===== src/rtl/usb_pkt_rx.sv =====
// usb_pkt_rx: serial-to-packet receiver. Hunts SYNC in the qualified bit
// stream, validates the PID, collects token/data/handshake bodies, checks
// CRC5/CRC16 and presents decoded fields with one-cycle result pulses.
// Optional build macro: USB_RX_ADDR_FILTER_EN (drop tokens not addressed to
// 7'b1010000 without any pulse).
module usb_pkt_rx #(
  parameter int unsigned TIMEOUT_LEN = 255,
  parameter logic [7:0]  SYNC_PAT    = 8'b00000001
) (
  input  logic        clk,
  input  logic        rst,
  input  logic        rx_bit,
  input  logic        rx_valid,
  output logic        pkt_valid,
  output logic [1:0]  pkt_type,
  output logic [7:0]  pid,
  output logic [6:0]  addr,
  output logic [3:0]  endp,
  output logic [63:0] data,
  output logic        crc_err,
  output logic        pid_err,
  output logic        timeout_err,
  output logic        busy
);

  localparam int unsigned SW = $clog2(TIMEOUT_LEN + 1);
  localparam logic [SW-1:0] STALL_LAST = SW'(TIMEOUT_LEN - 1);

  localparam logic [7:0] PID_OUT  = 8'b10000111;
  localparam logic [7:0] PID_IN   = 8'b10010110;
  localparam logic [7:0] PID_DATA = 8'b11000011;
  localparam logic [7:0] PID_ACK  = 8'b01001011;
  localparam logic [7:0] PID_NAK  = 8'b01011010;

  typedef enum logic [2:0] {HUNT, PID, TOK, DAT, EMIT} state_t;

  state_t          state, state_next;
  logic [6:0]      hunt_sh;   // last 7 valid bits; the incoming bit completes the window
  logic [7:0]      pid_sh;
  logic [10:0]     tok_sh;
  logic [63:0]     dat_sh;
  logic [14:0]     crc_sh;    // received CRC field, newest bit arrives on rx_bit
  logic [4:0]      crc5;
  logic [15:0]     crc16;
  logic [6:0]      bit_cnt;
  logic [SW-1:0]   stall_cnt;

  logic [7:0]  pid_full;
  logic        pid_ok, in_pkt, addr_pass;
  logic        crc5_fb, crc16_fb;
  logic [4:0]  crc5_next;
  logic [15:0] crc16_next;
  logic        tok_crc_ok, dat_crc_ok;
  logic        emit, set_crc_err, set_pid_err, set_timeout;
  logic [1:0]  emit_type;

  assign busy     = (state != HUNT);
  assign in_pkt   = (state == PID) || (state == TOK) || (state == DAT);
  assign pid_full = {pid_sh[6:0], rx_bit};
  assign pid_ok   = (pid_full[7:4] == ~pid_full[3:0]) &&
                    ((pid_full == PID_OUT) || (pid_full == PID_IN) || (pid_full == PID_DATA) ||
                     (pid_full == PID_ACK) || (pid_full == PID_NAK));

  assign crc5_fb    = crc5[4] ^ rx_bit;
  assign crc5_next  = {crc5[3], crc5[2], crc5[1] ^ crc5_fb, crc5[0], crc5_fb};
  assign crc16_fb   = crc16[15] ^ rx_bit;
  assign crc16_next = {crc16[14] ^ crc16_fb, crc16[13:2], crc16[1] ^ crc16_fb, crc16[0], crc16_fb};

  assign tok_crc_ok = ({crc_sh[3:0], rx_bit} == ~crc5);
  assign dat_crc_ok = ({crc_sh[14:0], rx_bit} == ~crc16);

`ifdef USB_RX_ADDR_FILTER_EN
  assign addr_pass = (tok_sh[10:4] == 7'b1010000);
`else
  assign addr_pass = 1'b1;
`endif

  // Next-state and result-pulse decisions
  always_comb begin
    state_next  = state;
    emit        = 1'b0;
    emit_type   = 2'b00;
    set_crc_err = 1'b0;
    set_pid_err = 1'b0;
    set_timeout = 1'b0;
    if (in_pkt && !rx_valid && (stall_cnt == STALL_LAST)) begin
      set_timeout = 1'b1;
      state_next  = HUNT;
    end else begin
      case (state)
        HUNT: if (rx_valid && ({hunt_sh, rx_bit} == SYNC_PAT)) state_next = PID;
        PID: if (rx_valid && (bit_cnt == 7'd7)) begin
          if (!pid_ok) begin
            set_pid_err = 1'b1;
            state_next  = HUNT;
          end else if ((pid_full == PID_OUT) || (pid_full == PID_IN)) begin
            state_next = TOK;
          end else if (pid_full == PID_DATA) begin
            state_next = DAT;
          end else begin
            emit       = 1'b1;
            emit_type  = 2'b11;
            state_next = EMIT;
          end
        end
        TOK: if (rx_valid && (bit_cnt == 7'd15)) begin
          if (tok_crc_ok) begin
            // filtered tokens still spend the EMIT cycle, just without output
            emit       = addr_pass;
            emit_type  = 2'b01;
            state_next = EMIT;
          end else begin
            set_crc_err = 1'b1;
            state_next  = HUNT;
          end
        end
        DAT: if (rx_valid && (bit_cnt == 7'd79)) begin
          if (dat_crc_ok) begin
            emit       = 1'b1;
            emit_type  = 2'b10;
            state_next = EMIT;
          end else begin
            set_crc_err = 1'b1;
            state_next  = HUNT;
          end
        end
        EMIT: state_next = HUNT;
        default: state_next = HUNT;
      endcase
    end
  end

  // State register, shift/CRC datapath and registered outputs
  always_ff @(posedge clk) begin
    if (rst) begin
      state       <= HUNT;
      hunt_sh     <= '1;
      pid_sh      <= '0;
      tok_sh      <= '0;
      dat_sh      <= '0;
      crc_sh      <= '0;
      crc5        <= '1;
      crc16       <= '1;
      bit_cnt     <= '0;
      stall_cnt   <= '0;
      pkt_valid   <= 1'b0;
      pkt_type    <= '0;
      pid         <= '0;
      addr        <= '0;
      endp        <= '0;
      data        <= '0;
      crc_err     <= 1'b0;
      pid_err     <= 1'b0;
      timeout_err <= 1'b0;
    end else begin
      state       <= state_next;
      pkt_valid   <= emit;
      crc_err     <= set_crc_err;
      pid_err     <= set_pid_err;
      timeout_err <= set_timeout;

      if (rx_valid && ((state == HUNT) || (state == EMIT))) hunt_sh <= {hunt_sh[5:0], rx_bit};

      if (state_next != state)        bit_cnt <= '0;
      else if (rx_valid && in_pkt)    bit_cnt <= bit_cnt + 7'd1;

      if (!in_pkt || (state_next != state) || rx_valid) stall_cnt <= '0;
      else                                              stall_cnt <= stall_cnt + 1'b1;

      if (state == PID) begin
        crc5  <= '1;
        crc16 <= '1;
        if (rx_valid) pid_sh <= pid_full;
      end
      if ((state == TOK) && rx_valid) begin
        if (bit_cnt < 7'd11) begin
          tok_sh <= {tok_sh[9:0], rx_bit};
          crc5   <= crc5_next;
        end else begin
          crc_sh <= {crc_sh[13:0], rx_bit};
        end
      end
      if ((state == DAT) && rx_valid) begin
        if (bit_cnt < 7'd64) begin
          dat_sh <= {dat_sh[62:0], rx_bit};
          crc16  <= crc16_next;
        end else begin
          crc_sh <= {crc_sh[13:0], rx_bit};
        end
      end

      if (emit) begin
        pkt_type <= emit_type;
        if (state == PID) begin
          pid <= pid_full;
        end else if (state == TOK) begin
          pid  <= pid_sh;
          addr <= tok_sh[10:4];
          endp <= tok_sh[3:0];
        end else begin
          pid  <= pid_sh;
          data <= dat_sh;
        end
      end
    end
  end

endmodule


===== config.mk =====
export PLATFORM = sky130hd
export DESIGN_NAME = usb_pkt_rx
export DESIGN_NICKNAME = d
export VERILOG_FILES = /design/src/rtl/usb_pkt_rx.sv
export SDC_FILE = /design/constraint.sdc
export NUM_CORES = 1
export LEC_CHECK = 0
export ABC_AREA = 1
export BUFFER_PORTS_ARGS = -buffer_cell sky130_fd_sc_hd__clkbuf_2
export CELL_PAD_IN_SITES_DETAIL_PLACEMENT = 0
export CELL_PAD_IN_SITES_GLOBAL_PLACEMENT = 1
export CORE_MARGIN = 5
export CORE_UTILIZATION = 43
export DETAILED_ROUTE_END_ITERATION = 8
export GPL_ROUTABILITY_DRIVEN = 0
export PLACE_DENSITY_LB_ADDON = 0.1
export SLEW_MARGIN = 20
export SYNTH_ARGS = -nofsm -noshare
export SYNTH_HDL_FRONTEND = slang
export SYNTH_SLANG_ARGS = --single-unit

===== constraint.sdc =====
create_clock -name clk -period 1.95 [get_ports clk]
set_input_delay 0.2925 -clock clk [delete_from_list [all_inputs] [get_ports clk]]
set_output_delay 0.2925 -clock clk [all_outputs]
set_load 0.05 [all_outputs]

# Word level (Yosys, flattened, before mapping)
# Index checks and enable logic that the tools add are counted.
# totals
register_bits,233
elab_cells,134
mem_bits_ro,0
latch_bits,0
memories,0
mem_bits_rw,0
# op_classes
n_lt_le_gt_ge,2
n_mul,0
shift,0
n_div,0
mux,49
n_reduce_logical,33
add_sub_neg,2
n_bitwise,11
eq_ne,18
# op_table
op,count
$mux 15,4
$mux 16,3
$eq 8x8->1 const B,4
$mux 3,10
$mux 1,17
$eq 16x16->1,1
$eq 8x7->1 const B,2
$not 16->16,1
$mux 5,3
$mux 2,7
$pmux 3 s4,1
$logic_and 1x1->1,11
$logic_or 1x1->1,9
$add 8x1->8 const B,1
$eq 8x1->1 const B,1
$mux 8,1
$add 7x1->7 const B,1
$eq 7x3->1 const B,1
$eq 7x4->1 const B,1
$eq 7x7->1 const B,1
$lt 7x4->1 const B,1
$lt 7x7->1 const B,1
$eq 3x2->1 const B,2
$pmux 2 s3,1
other kinds (18),30

# Longest topological paths before layout
# logic_depth
word_depth,14
depth_mapped,14
ltp_nobuf,13

# Worst setup path before layout
# OpenSTA, ideal clock, no wires.
# synth_timing
kind,flip-flop to flip-flop
start,register state[0]
end,register stall_cnt[0]
arrival_ps,1679
required_time_ps,1883
slack_ps,205
setup_time_ps,67
period_less_slack_ps,1745
stages_incl_launch_ff,10
path_cell_list,dfxtp_1 > nor2_2 > nand2_1 > nor2_1 > nand4_1 > nand3_1 > nand2_1 > a21boi_1 > nand3_2 > nor2_1
# synth_between
elab_chain_cells,10
# synth_lines
element,line,rtl
from (decl),37,"state_t state, state_next;"
from (signal assigned),156,state <= state_next;
$eq 3x1->1 or $eq 3x2->1 (tied branches),"58, 90",
$logic_or 1x1->1 (2 in series),58,assign in_pkt = (state == PID) || (state == TOK) || (state == DAT);
$logic_and 1x1->1 (2 in series),86,if (in_pkt && !rx_valid && (stall_cnt == STALL_LAST)) begin
$mux 3,86,
$ne 3x3->1,167,if (!in_pkt || (state_next != state) || rx_valid) stall_cnt <= '0;
$logic_or 1x1->1 * (2 in series),167,
$reduce_or 2->1 (no line) *,n/a,
to (signal assigned),168,else stall_cnt <= stall_cnt + 1'b1;
to (decl),46,logic [SW-1:0] stall_cnt;
# Every way passes the cells marked *; elsewhere a longest branch is shown, timed or not.
# A chain may end at the register's enable or synchronous reset.

# Worst setup path after layout
# layout_timing
start,register bit_cnt[0]
end,register data[29]
# layout_between
elab_chain_cells,6
# layout_lines
element,line,rtl
from (decl),45,logic [6:0] bit_cnt;
from (signal assigned),165,else if (rx_valid && in_pkt) bit_cnt <= bit_cnt + 7'd1;
"$eq 7x7->1, or another cell as far along",117,DAT: if (rx_valid && (bit_cnt == 7'd79)) begin
$logic_and 1x1->1 (on tied branches),"117, 106, 92",
$mux 1 (on tied branches),"117, 106, 92",
$pmux 1 s3 *,90,case (state)
$mux 1 *,86,
$reduce_and 3->1 (no line) *,n/a,
to (signal assigned),202,data <= dat_sh;
to (decl),19,"output logic [63:0] data,"
# Marks and branches as above.

==> impl_metrics.toml <==
[status]
run_status = "finished clean"

[critical_path]
crit_chain = "ha_1, nand2_2, nor4_2, buf_4, nand2_4, buf_12, o21ai_0, a21oi_1"
critPathKind = "reg2reg"
crit_required_ns = 2.35
reg2reg_slack_ns = 0.16
cp_slowest_cell = "dfxtp_1"
critPathLaunchType = "flip-flop"
cp_max_fo = 56
cpPeakStageDelay_ns = 0.37
ff2ff_path_depth = 8
crit_path_end_kind = "flip-flop"
r2r-end = "data[29]$_SDFFE_PP0P_"
arrival_ns = 2.20
rr_startpoint = "bit_cnt[0]$_SDFFE_PP0P_"

[sta]
min_period_ns = 1.79
fin_skew_ns = 0.0114
fin_crit_sh_pct = 92.0
hold_viol = 0
fmax_mhz = 557
rsz0062_at_grt = "false"
relSlewSlack_pct = 73.0
setup-tns-final_ns = 0
tightestPinTransition_ns = 0.402
drv_slew = 0
setup_viol = 0
holdWs_ns = 0.145

[floorplanning]
die-area_um2 = 23800
core_um2 = 20400
die_h_um = 154
fp.dieW_um = 154
rows = 52
initial_core_util_pct = 43.9
io-pin-count = 94

[clock_network]
cts_buffers = 26
cts_tree = "done"
clk_path_buf_depth = 3
cts.hold.buffers_added = 0
clk_pin_slew_ns = 0.06
ctsResizeCount = 0
clock-sinks = 233
cts_root_buffer = "clkbuf_16"
insertion_delay_ns = 0.53
post_cts_buffers = 0
htreeDepth = 1

[synth]
synthAdderAreaFrac_pct = 0.420
synth_xor_area_share_pct = 2.94
synth_cells = 1169
synth_simple_gate_area_share_pct = 18.4
synth_compound_gate_area_share_pct = 18.2
netlist.top_cell.by_area = "dfxtp_1"
synth_mux_area_share_pct = 0.112
ys_seq_area_share_pct = 52.2
syn_area_per_cell_um2 = 7.65
synth_top_family_by_area = "simple AND/OR/NAND/NOR gates"
syn_nets = 1176
ys_seq_elements = 233
yosysTopAreaCellShare_pct = 52.2
netlist_area_um2 = 8940
ys_warn_count = 0
ys_top_cells_by_area = "dfxtp_1, o21ai_0, nor2_1, a21oi_1, inv_1"
synth_cell_types = 34

[layout]
multi_input_area_um2 = 3620
antennaDiodeCount = 0
fin_cells = 1554
syn2layout_area_growth_pct = 20.2
seq_area_um2 = 4660
fin_nets = 1273
drive_gt1_share_pct = 15.3
final_core_util_pct = 52.8
n_fill_cell = 2040

[grt]
grt_pass1_vias = 7000
grt-ovfl-total = 0
antenna_found_initial = 0
grtUsageTotal_pct = 16.1
grt_pass1_wl_mm = 33.5
grt_start_max_net_pins = 58

[placement]
post-dp-hpwl_mm = 12.9
dp_cells = 1508
port_buffers = 93

[power]
power_density_nw_per_um2 = 913
p_leak_uw = 0.00472
ir_worst_vdd_v = 0.000628

[worst_hold_path]
holdPathStages = 3
min_path_type = "in2reg"
holdPathEnd = "state[0]$_SDFF_PP0_"
min-delay-start = "rst"

[detailed_routing]
first_pass_iters = 4
wl_per_cell_um = 12.6
routed_wl_mm = 19.6
drc = 0
vias_per_cell = 4.78
vias = 7430
drtAntennaViolNets = 0
drt_iter0_drc = 285

[run]
drv_cap = 0
==> cell families after synthesis <==
kind of cell / Yosys count
flip-flops: 233
buffers and inverters: 176
multiplexers: 1
AO/OA/AOI/OAI: 317
adder cells (fa/ha/maj): 3
AND/OR/NAND/NOR: 409
XOR/XNOR: 30
==> area by class of cell <==
type                       count  share of cell area, %
sequential                   233                   43.4
multi-input combinational    760                   33.7
timing repair buffer         136                   7.95
clock buffer                  37                   7.00
inverter                     109                   3.83
tap                          270                   3.14
clock inverter                 9                  0.990
==> placed cells by master, fill, tap and decap left out, types with 2 or more instances in the layout <==
cell,synthesis,final
nor2_1,250,248
dfxtp_1,233,233
o21ai_0,203,202
inv_1,106,103
nand2_1,100,97
clkbuf_2,3,93
a21oi_1,90,90
buf_4,2,37
nand3_1,35,34
clkbuf_16,0,26
xor2_1,15,15
xnor2_1,15,15
o211ai_1,10,10
nor3_1,10,9
o21ai_1,8,9
clkbuf_8,0,6
clkinv_2,0,6
inv_2,3,5
nand4_1,5,5
clkbuf_1,42,5
buf_12,0,5
nor2_2,2,3
ha_1,3,3
a211oi_1,2,2
nor3_2,1,2
nand2_2,0,2
and3_1,2,2
bufinv_16,0,2
==> cells in the mapped netlist <==
| cell type | n |
|---|---|
| a211oi_1 | 2 |
| a21boi_1 | 1 |
| a21oi_1 | 90 |
| and2_1 | 1 |
| and3_1 | 2 |
| buf_1 | 2 |
| buf_2 | 17 |
| buf_4 | 2 |
| buf_6 | 1 |
| clkbuf_1 | 42 |
| clkbuf_2 | 3 |
| dfxtp_1 | 233 |
| ha_1 | 3 |
| inv_1 | 106 |
| inv_2 | 3 |
| mux2i_1 | 1 |
| nand2_1 | 100 |
| nand3_1 | 35 |
| nand3_2 | 1 |
| nand3b_1 | 1 |
| nand4_1 | 5 |
| nor2_1 | 250 |
| nor2_2 | 2 |
| nor3_1 | 10 |
| nor3_2 | 1 |
| nor4_2 | 1 |
| o211ai_1 | 10 |
| o21a_1 | 1 |
| o21ai_0 | 203 |
| o21ai_1 | 8 |
| o22ai_1 | 1 |
| o31ai_1 | 1 |
| xnor2_1 | 15 |
| xor2_1 | 15 |
==> through the flow <==
step	cell area (um2)	setup slack, ns	power (uW)
after floorplan	8940	0.205	5010
after global placement	9850	0.0852	5070
after detailed placement	9850	0.0401	5070
after CTS	10700	0.0788	9970
after global routing	10700	0.00300	10200
final	10700	0.155	9810
==> how the worst max path moves through the flow <==
stage               depth (start not counted)                       to  slack, ns               startpoint
global placement                           11      pid[0]$_SDFFE_PP0P_       0.09                   rx_bit
detailed placement                         11      pid[0]$_SDFFE_PP0P_       0.04                   rx_bit
finish                                      8    data[29]$_SDFFE_PP0P_       0.16  bit_cnt[0]$_SDFFE_PP0P_
global route                                8    data[28]$_SDFFE_PP0P_      0.003  bit_cnt[0]$_SDFFE_PP0P_
CTS                                         8     data[0]$_SDFFE_PP0P_       0.08  bit_cnt[0]$_SDFFE_PP0P_
floorplan                                   9  stall_cnt[0]$_SDFF_PP0_       0.20      state[0]$_SDFF_PP0_
==> power by group <==
group,switching (uW),internal (uW),leakage [uW]
Clock,1910,2940,0.000428
Sequential,6.13,4770,0.00188
Combinational,127,60.7,0.00242
==> routing by layer <==
| metal | global-route usage [%] | wire [um] | vias to the layer above |
|---|---|---|---|
| li1 | - | - | 3978 |
| met1 | 21.8 | 9650 | 3318 |
| met2 | 26.6 | 8740 | 101 |
| met3 | 2.93 | 775 | 33 |
| met4 | 3.99 | 458 | 0 |
| met5 | 0 | 0 | - |
==> state kept, by name, summed over array words and instances, names as in the netlist, 2 cells and up <==
register / count
dat_sh: 64
data: 64
crc16: 16
crc_sh: 15
tok_sh: 11
pid: 8
pid_sh: 8
stall_cnt: 8
addr: 7
bit_cnt: 7
hunt_sh: 7
crc5: 5
endp: 4
state: 3
pkt_type: 2
==> critical path: cells and delay by family, from the launching register on <==
| kind | cells | cell delay [ns] |
|---|---|---|
| and+or+nand+nor | 3 | 0.41 |
| DFF | 1 | 0.37 |
| AOI/OAI and AO/OA | 2 | 0.31 |
| buffers and inverters | 2 | 0.36 |
| adders and majority gates | 1 | 0.23 |
Power figures use the tool's default switching activity.
